## src/rtl/replica_pkg.sv

```systemverilog
// Shared types and sizing for the replica-exchange datapath.
// Each node keeps one distance total and one city ordering per channel.
package replica_pkg;

    localparam int unsigned city_num     = 16;
    localparam int unsigned city_num_log = 4;
    localparam int unsigned total_w      = 24;
    localparam int unsigned replica_w    = 8;

    typedef logic [total_w-1:0]   total_data_t;
    typedef logic [replica_w-1:0] replica_data_t;

    typedef enum logic [2:0] {
        StIdle,
        StTest,
        StSync,
        StStream,
        StCommit
    } exchange_state_t;

endpackage

```

## src/rtl/exchange_test.sv

```systemverilog
// Metropolis acceptance test for one channel.
// Accepts on a non-positive energy delta, or when the scaled delta is below the random draw.
module exchange_test
    import replica_pkg::*;
(
    input  logic        enable,
    input  total_data_t self_dis,
    input  total_data_t partner_dis,
    input  logic [16:0] exp_recip,
    input  logic [15:0] rand_val,
    output logic        accept
);

    localparam int unsigned pw = total_w + 18;

    logic signed [total_w:0] delta;
    logic [pw-1:0]           product;
    logic                    non_positive;

    always_comb begin
        delta        = $signed({1'b0, partner_dis}) - $signed({1'b0, self_dis});
        non_positive = delta[total_w] || (delta == '0);
        product      = pw'(unsigned'(delta)) * pw'(exp_recip);
        // min(product >> 16, 16'hffff) < rand  is exactly  product < rand << 16
        accept       = enable && (non_positive || (product < pw'({rand_val, 16'h0000})));
    end

endmodule

```

## src/rtl/node_exchange.sv

```systemverilog
// One node of the replica chain: decides swaps with its partner, streams the
// ordering across, and commits the partner distance on an accepted swap.
module node_exchange
    import replica_pkg::*;
#(
    parameter int          id      = 0,
    parameter int unsigned ch_num  = 2,
    parameter int unsigned ord_len = city_num,
    parameter bit          is_last = 1'b0
) (
    input  logic                          clk,
    input  logic                          reset,
    input  logic                          ex_start,
    input  logic                          ex_phase,
    input  logic [16:0]                   exp_recip,
    input  logic [ch_num*16-1:0]          rand_in,
    input  logic [ch_num*total_w-1:0]     self_dis,
    input  logic [ch_num*total_w-1:0]     folw_dis,
    input  logic [ch_num*total_w-1:0]     prev_dis,
    input  logic [ch_num-1:0]             prev_exchange,
    output logic [ch_num-1:0]             out_exchange,
    output logic [city_num_log-1:0]       ord_raddr,
    input  logic [ch_num*replica_w-1:0]   ord_rdata,
    output logic                          out_ord_valid,
    output logic [ch_num*replica_w-1:0]   out_ord_data,
    input  logic                          prev_ord_valid,
    input  logic [ch_num*replica_w-1:0]   prev_ord_data,
    input  logic                          folw_ord_valid,
    input  logic [ch_num*replica_w-1:0]   folw_ord_data,
    output logic [ch_num-1:0]             ord_we,
    output logic [city_num_log-1:0]       ord_waddr,
    output logic [ch_num*replica_w-1:0]   ord_wdata,
    output logic [ch_num-1:0]             dis_we,
    output logic [ch_num*total_w-1:0]     new_dis,
    output logic                          busy,
    output logic                          ex_done
);

    localparam int unsigned cnt_w  = city_num_log + 1;
    localparam bit          id_odd = (id % 2) != 0;

    exchange_state_t state_q, state_d;
    logic [cnt_w-1:0]             cnt_q;
    logic                         lower_q;
    logic [ch_num-1:0]            decision_q;
    logic [ch_num*total_w-1:0]    partner_dis_q;

    logic [ch_num-1:0]            accept;
    logic [ch_num-1:0]            prev_ex_rot;
    logic [ch_num*total_w-1:0]    partner_dis;
    logic [ch_num*replica_w-1:0]  partner_word;
    logic                         partner_valid;
    logic                         test_en;

    assign test_en       = lower_q && !is_last;
    assign partner_valid = lower_q ? folw_ord_valid : prev_ord_valid;

    // Channel c pairs with neighbour channel (c+1) mod ch_num.
    for (genvar c = 0; c < ch_num; c++) begin : g_ch
        localparam int unsigned r = (c + 1) % ch_num;

        assign partner_dis[c*total_w +: total_w] = lower_q ? folw_dis[r*total_w +: total_w]
                                                           : prev_dis[r*total_w +: total_w];
        assign partner_word[c*replica_w +: replica_w] =
            lower_q ? folw_ord_data[r*replica_w +: replica_w]
                    : prev_ord_data[r*replica_w +: replica_w];
        assign prev_ex_rot[c] = prev_exchange[r];

        exchange_test u_test (
            .enable      (test_en),
            .self_dis    (self_dis[c*total_w +: total_w]),
            .partner_dis (partner_dis[c*total_w +: total_w]),
            .exp_recip   (exp_recip),
            .rand_val    (rand_in[c*16 +: 16]),
            .accept      (accept[c])
        );
    end

    always_ff @(posedge clk or posedge reset) begin
        if (reset) begin
            state_q       <= StIdle;
            cnt_q         <= '0;
            lower_q       <= 1'b0;
            out_exchange  <= '0;
            decision_q    <= '0;
            partner_dis_q <= '0;
        end else begin
            state_q <= state_d;
            cnt_q   <= (state_q == StStream) ? cnt_q + cnt_w'(1) : '0;
            if (state_q == StIdle && ex_start) begin
                lower_q      <= (id_odd == ex_phase);
                out_exchange <= '0;
            end
            if (state_q == StTest) begin
                out_exchange  <= accept;
                decision_q    <= accept;
                partner_dis_q <= partner_dis;
            end
            // Upper node adopts the decision its lower partner published at end of TEST.
            if (state_q == StSync && !lower_q) begin
                decision_q <= prev_ex_rot;
            end
        end
    end

    always_comb begin
        state_d = state_q;
        unique case (state_q)
            StIdle:   if (ex_start) state_d = StTest;
            StTest:   state_d = StSync;
            StSync:   state_d = StStream;
            StStream: if (cnt_q == cnt_w'(ord_len)) state_d = StCommit;
            StCommit: state_d = StIdle;
            default:  state_d = StIdle;
        endcase
    end

    always_comb begin
        busy          = (state_q != StIdle);
        ord_raddr     = '0;
        out_ord_valid = 1'b0;
        out_ord_data  = ord_rdata;
        ord_we        = '0;
        ord_waddr     = '0;
        ord_wdata     = partner_word;
        dis_we        = '0;
        new_dis       = partner_dis_q;
        ex_done       = 1'b0;
        if (state_q == StStream) begin
            if (cnt_q < cnt_w'(ord_len)) ord_raddr = city_num_log'(cnt_q);
            if (cnt_q != '0) begin
                out_ord_valid = 1'b1;
                ord_waddr     = city_num_log'(cnt_q - cnt_w'(1));
                ord_we        = decision_q & {ch_num{partner_valid}};
            end
        end
        if (state_q == StCommit) begin
            dis_we  = decision_q;
            ex_done = 1'b1;
        end
    end

endmodule

```

## config.mk

```make
export PLATFORM = sky130hd
export DESIGN_NAME = node_exchange
export DESIGN_NICKNAME = d
export VERILOG_FILES = /design/src/rtl/replica_pkg.sv /design/src/rtl/exchange_test.sv /design/src/rtl/node_exchange.sv
export SDC_FILE = /design/constraint.sdc
export NUM_CORES = 2
export LEC_CHECK = 0
export CORE_MARGIN = 1.5
export CORE_UTILIZATION = 25
export DETAILED_ROUTE_END_ITERATION = 16
export DONT_BUFFER_PORTS = 1
export PLACE_DENSITY = 0.37
export SYNTH_ARGS = -nofsm -noshare
export SYNTH_HDL_FRONTEND = slang
export SYNTH_SLANG_ARGS = --single-unit
```

## constraint.sdc

```tcl
create_clock -name clk -period 14.5 [get_ports clk]
set_clock_uncertainty 0.2 [all_clocks]
set_input_delay 0.725 -clock clk [delete_from_list [all_inputs] [get_ports clk]]
set_output_delay 0.725 -clock clk [all_outputs]
set_load 0.005 [all_outputs]
```

# --- Word-level counts from Yosys, hierarchy flattened ---
# Cells that the tools add are included.
totals:
  reg_bits: 61
  input_bits: 249
  out_inout_bits: 97
op_classes:
  addsub: 4
  mul: 2
  magnitude_cmp: 3
  n_eq_ne: 7
  mux: 23
  bitwise: 2
  reduce_logical: 17
ops:
  columns: ["op", "n"]
  rows:
  - ["< comparator 42 x 32 -> 1 bit", 2]
  - ["multiplier 25 x 17 -> 42 bit", 2]
  - ["logical NOT 25 bit", 2]
  - ["subtractor 24 x 24 -> 25 bit", 2]
  - ["2-to-1 mux 24 bit", 2]
  - ["2-to-1 mux 4 bit", 4]
  - ["2-to-1 mux 8 bit", 2]
  - ["2-to-1 mux 2 bit", 7]
  - ["case mux 3 bit (4 select lines)", 1]
  - ["== test 3 x 2 -> 1 bit (second input constant)", 2]
  - ["2-to-1 mux 3 bit", 2]
  - ["adder 5 x 1 -> 5 bit (second input constant)", 1]
  - ["== test 5 bit (second input constant)", 1]
  - ["< comparator 5 bit (second input constant)", 1]
  - ["2-to-1 mux 5 bit", 1]
  - ["nonzero test 5 bit", 1]
  - ["logical AND 1 bit", 4]
  - ["logical OR 1 bit", 4]
  - ["2-to-1 mux 1 bit", 4]
  - ["!= test 2 bit (second input constant)", 2]
  - ["nonzero test 2 bit", 2]
  - ["subtractor 4 x 1 -> 4 bit (second input constant)", 1]
  - ["== test 3 x 1 -> 1 bit (second input constant)", 1]
  - ["== test 3 bit (second input constant)", 1]
  - ["other kinds (6)", 6]

# --- Logic depth before layout (Yosys ltp) ---
depth:
  depth_word: 8
  depth_mapped: 47
  ltp_nobuf: 43

# --- Modules after synthesis ---
# From an unflattened synthesis, not the netlist that was laid out.
hier_totals:
  hier_cells: 3912
  area_unflattened_um2: 33689.8
modules_own_cells:
  columns: ["module", "n_inst", "cells_each", "area_each_um2", "seq_area_each_um2"]
  rows:
  - ["exchange_test (g_ch[1].u_test)", 1, 1826, 15117.0, 0.0]
  - ["exchange_test (g_ch[0].u_test)", 1, 1816, 15113.2, 0.0]
  - ["node_exchange", 1, 270, 3459.6, 1526.5]

# --- Worst setup path before layout ---
# Ideal clock, no wire load.
synth_path:
  kind: "reg-to-reg"
  startpoint: "reg lower_q"
  endpoint: "reg decision_q[1]"
  setup_ns: 0.072
  arrival_time_ns: 10.809
  slack_ns: 3.419
  stages_incl_launch_ff: 43
  n_path_buf: 4
  cell_sequence: "dfrtp_1 clkbuf_1 clkbuf_1 clkbuf_1 mux2i_1 ha_1 fa_1 nor2b_1 o2111ai_1 a31oi_1 o21a_1 nor2_1 xnor2_1 clkbuf_1 nand2_1 fa_1 fa_1 inv_1 (+7 left out) and4_1 a2111oi_2 o21ai_1 a21oi_1 o21ai_1 a21bo_2 a211oi_1 xnor2_1 ha_1 a221o_1 nor4_1 o21ai_1 or4_1 nor4_1 and4_1 nand4_1 or4_1 nand4b_1"
synth_between:
  elab_chain_cells: 8
  elab_cells_between_ends: 13
  classes_between: "1 x add/sub; 1 x mul; 1 x order compare; 3 x mux; 7 x reduce/logical"
synth_rtl:
  columns: ["element", "line_no", "rtl"]
  rows:
  - ["start: declaration", "node_exchange.sv:44", "logic lower_q;"]
  - ["start signal: assignment", "node_exchange.sv:91", "lower_q <= (id_odd == ex_phase);"]
  - ["2-to-1 mux 24 bit", "node_exchange.sv:62", "assign partner_dis[c*total_w +: total_w] = lower_q ? folw_dis[r*total_w +: total_w]"]
  - ["subtractor 24 x 24 -> 25 bit", "exchange_test.sv:21", "delta = $signed({1'b0, partner_dis}) - $signed({1'b0, self_dis});"]
  - ["multiplier 25 x 17 -> 42 bit / logical NOT 25 bit (equally long branches)", "exchange_test.sv:23, exchange_test.sv:22", null]
  - ["< comparator 42 x 32 -> 1 bit / logical OR 1 bit (equally long branches)", "exchange_test.sv:25, exchange_test.sv:22", null]
  - ["logical OR 1 bit", "exchange_test.sv:25", "accept = enable && (non_positive || (product < pw'({rand_val, 16'h0000})));"]
  - ["logical AND 1 bit", "exchange_test.sv:25", null]
  - ["2-to-1 mux 2 bit", "node_exchange.sv:94", "if (state_q == StTest) begin"]
  - ["2-to-1 mux 2 bit", "node_exchange.sv:100", "if (state_q == StSync && !lower_q) begin"]
  - ["end signal: assignment", "node_exchange.sv:96", "decision_q <= accept;"]
  - ["end signal: assignment", "node_exchange.sv:101", "decision_q <= prev_ex_rot;"]
  - ["end: declaration", "node_exchange.sv:45", "logic [ch_num-1:0] decision_q;"]
# Several ways; a longest one is shown, not always the timed one. The select of a mux whose other input is x is not followed.
# A chain may end at the register's enable or synchronous reset.

# --- Final worst setup path ---
layout_path:
  startpoint: "reg lower_q"
  endpoint: "reg decision_q[1]"
layout_between:
  elab_chain_cells: 8
  elab_cells_between_ends: 13
  classes_between: "1 x add/sub; 1 x mul; 1 x order compare; 3 x mux; 7 x reduce/logical"
layout_rtl:
  columns: ["element", "line_no", "rtl"]
  rows:
  - ["2-to-1 mux 24 bit (*)", "node_exchange.sv:62", null]
  - ["via g_ch[1].u_test.partner_dis[1]", "exchange_test.sv:8", "input total_data_t partner_dis,"]
  - ["subtractor 24 x 24 -> 25 bit (*)", "exchange_test.sv:21", null]
  - ["multiplier 25 x 17 -> 42 bit / logical NOT 25 bit (equally long branches)", "exchange_test.sv:23, exchange_test.sv:22", null]
  - ["< comparator 42 x 32 -> 1 bit / logical OR 1 bit (equally long branches)", "exchange_test.sv:25, exchange_test.sv:22", null]
  - ["logical OR 1 bit (*)", "exchange_test.sv:25", null]
  - ["logical AND 1 bit (*)", "exchange_test.sv:25", null]
  - ["2-to-1 mux 2 bit (*)", "node_exchange.sv:94", null]
  - ["2-to-1 mux 2 bit (*)", "node_exchange.sv:100", null]
# The timed path passes the listed nets; every way through them passes the cells marked *. The select of a mux whose other input is x is not followed.

==> impl_metrics.yaml <==
die:
  die_area_mm2: 0.139
  fp.dieH_um: 373
  start_util: 0.252
  die_w_um: 373
  fp-row-count: 135
  io_pins: 346
  coreArea_mm2: 0.136
yosys:
  syn-num-nets: 5368
  yosysWarnings: 0
  synth_seq_cells: 61
  synth.avg_cell_area_um2: 8.31
  netlist-cell-type-count: 87
  syn_area_mm2: 0.0343
  synth_edf_count: 0
  yosysSeqAreaShare: 0.0446
  ys.flop_type: "dfrtp_1"
  syn_inst: 4124
  async_flop_share: 1.00
worst_setup_path:
  path_max_fanout: 69
  crit_path_start_kind: "flip-flop"
  crit_type: "reg -> reg"
  worstReg2RegStart: "lower_q$_DFFE_PP0P_"
  critPathRequiredTime_ns: 14.59
  cp-end-kind: "flip-flop"
  reg2reg_depth: 39
  cp.arrival_ns: 12.33
  cpMostUsedCell: "fa_1"
  r2r_slack_ns: 2.26
  critPathMaxStageDelay_ns: 1.02
  crit_slowest_cell: "dfrtp_4"
  r2r-end: "decision_q[1]$_DFFE_PP0P_"
sta:
  setup_violations: 0
  post-route-period-util: 0.844
  tightest_slew_ns: 1.24
  final_hold_viol_count: 0
  fin_crit_ns: 12.24
  clock.fmax_mhz: 81.7
  relSlewSlack: 0.172
  drv_slew: 0
  rsz0062_at_grt: "no"
  tns_ns: 0
  timing.hold.ws_ns: 0.286
global_routing:
  track_usage: 0.167
  grt_pass1_vias: 28800
  antenna_found_initial: 2
  grt_pass1_wl_um: 180000
  overflow: 0
  grt_max_degree: 70
placed_design:
  gp_congestion: 0.808
  dp_hpwl_um: 89200
  port_buffers: 0
job:
  cap_violations: 0
clocking:
  h-tree-depth: 3
  clk_path_buf_depth: 2
  root_buffer: "clkbuf_16"
  postCtsSetupBuffers: 0
  clkTransAtPathRegs_ns: 0.06
  cts-hold-fix-buffers: 0
  cts.sinks: 61
  cts_buffers: 9
  cts_resized: 0
  clk_latency_ns: 0.36
  cts_tree: "done"
layout:
  area_growth_pct: 6.39
  final_common_cell: "inv_1"
  drive_gt1_frac: 0.0420
  layout_common_cells: "inv_1 (895), nand2_1 (721), fa_1 (686)"
  final_nets: 5217
drt:
  ant_nets: 0
  num_vias: 26200
  routed_wl_um: 115000
  drt_iter0_drc: 985
  dr.pass1.iters: 5
  drc: 0
  wl_per_cell_um: 19.9
  via_per_inst: 4.55
min_path:
  hold_path_depth: 1
  hold_start: "ex_phase"
  hp-class: "in -> reg"
  hold_path_end: "lower_q$_DFFE_PP0P_"
outcome:
  outcome: "completed"
flip-flops by register name (all words and copies together), names as in the netlist:
signal,cells
out_exchange,2
state_q,3
lower_q,1
new_dis,48
decision_q,2
cnt_q,5
per-stage QoR:
| step | setup WS (ns) | std cells | instance area (µm²) | util |
|---|---|---|---|---|
| after floorplan | 3.42 | 4124 | 34300 | - |
| after global placement | 2.16 | 5743 | 36100 | 0.266 |
| after detailed placement | 2.14 | 5743 | 36100 | 0.266 |
| after CTS | 2.10 | 5759 | 36400 | 0.268 |
| after global routing | 1.45 | 5759 | 36400 | 0.268 |
| final | 2.26 | 5761 | 36500 | 0.268 |
cell usage after synthesis, types with 5 or more instances:
cell type | count | area [µm²]
nand2b_1 | 34 | 213
a22oi_1 | 6 | 45.0
nand3_1 | 31 | 155
o21ai_0 | 60 | 300
o31ai_1 | 7 | 52.6
nand4_1 | 38 | 238
mux2_2 | 60 | 676
o211a_1 | 5 | 50.1
xor2_1 | 28 | 245
nand4b_1 | 5 | 43.8
a311oi_1 | 5 | 43.8
nor4_1 | 11 | 68.8
and3_1 | 13 | 81.3
a211o_1 | 7 | 61.3
a221oi_1 | 6 | 52.6
nor2_1 | 103 | 387
nand3b_1 | 9 | 67.6
nand2_1 | 721 | 2710
and2_1 | 311 | 1950
clkbuf_1 | 191 | 717
o21a_1 | 22 | 165
or4_1 | 10 | 75.1
nor3_1 | 32 | 160
xnor2_1 | 51 | 447
a211oi_1 | 15 | 113
mux2i_1 | 13 | 130
a21o_1 | 28 | 210
nor3b_1 | 6 | 45.0
or3_1 | 9 | 56.3
a31oi_1 | 12 | 75.1
o2111ai_1 | 6 | 52.6
o211ai_1 | 14 | 105
o21ai_1 | 20 | 100
buf_4 | 16 | 120
a2111oi_0 | 5 | 43.8
dfrtp_1 | 61 | 1530
ha_1 | 309 | 3870
fa_1 | 686 | 13700
o21bai_1 | 15 | 113
inv_1 | 896 | 3360
a21oi_1 | 117 | 586
nor2b_1 | 54 | 338
kinds of logic (layout without fill, tap and decap cells):
family	Yosys count	in the layout	synth area share
xor+xnor	80	80	0.0207
compound gates	395	395	0.0761
other cells	0	2	0
buf+inv	1111	965	0.124
mux	73	73	0.0235
simple gates	1409	1409	0.198
fa+ha+maj	995	995	0.514
flops	61	61	0.0446
metal layers:
| metal | track usage | routed length (µm) | up-vias | share of wire |
|---|---|---|---|---|
| met5 | 0 | 0 | - | 0 |
| met4 | 0.0145 | 812 | 0 | 0.0071 |
| met3 | 0.00999 | 2450 | 55 | 0.021 |
| met2 | 0.304 | 59100 | 321 | 0.51 |
| met1 | 0.225 | 52400 | 13600 | 0.46 |
| li1 | - | - | 12200 | - |
critical path: cells and delay by family (launching register included):
family                     cells  cell delay, ns
adders and majority gates      9            3.80
AOI/OAI and AO/OA             11            3.10
and+or+nand+nor               11            2.60
DFF                            1            1.02
muxes                          2            0.72
buffers and inverters          5            0.48
xor gates and xnor gates       1            0.18
cell type report:
cell class                 count  area, µm²
inverter                     896       3360
antenna                        2       5.00
fill                       15000      99400
multi-input combinational   2952      28600
timing repair buffer          53        398
tap                         1781       2230
clock buffer                   9        225
sequential                    61       1530
clock inverter                 7       73.8
worst max-delay path by stage:
stage	endpoint	slack, ns	start	cells past startpoint
2_1_floorplan	decision_q[1]$_DFFE_PP0P_	3.42	lower_q$_DFFE_PP0P_	42
3_3_place_gp	decision_q[0]$_DFFE_PP0P_	2.16	lower_q$_DFFE_PP0P_	37
3_5_place_dp	decision_q[0]$_DFFE_PP0P_	2.14	lower_q$_DFFE_PP0P_	37
4_1_cts	decision_q[0]$_DFFE_PP0P_	2.10	lower_q$_DFFE_PP0P_	36
5_1_grt	decision_q[1]$_DFFE_PP0P_	1.45	lower_q$_DFFE_PP0P_	39
6_report	decision_q[1]$_DFFE_PP0P_	2.26	lower_q$_DFFE_PP0P_	39
Power is not shown: default switching activity piles up to over one toggle a cycle in this logic, so the estimate is an artifact.
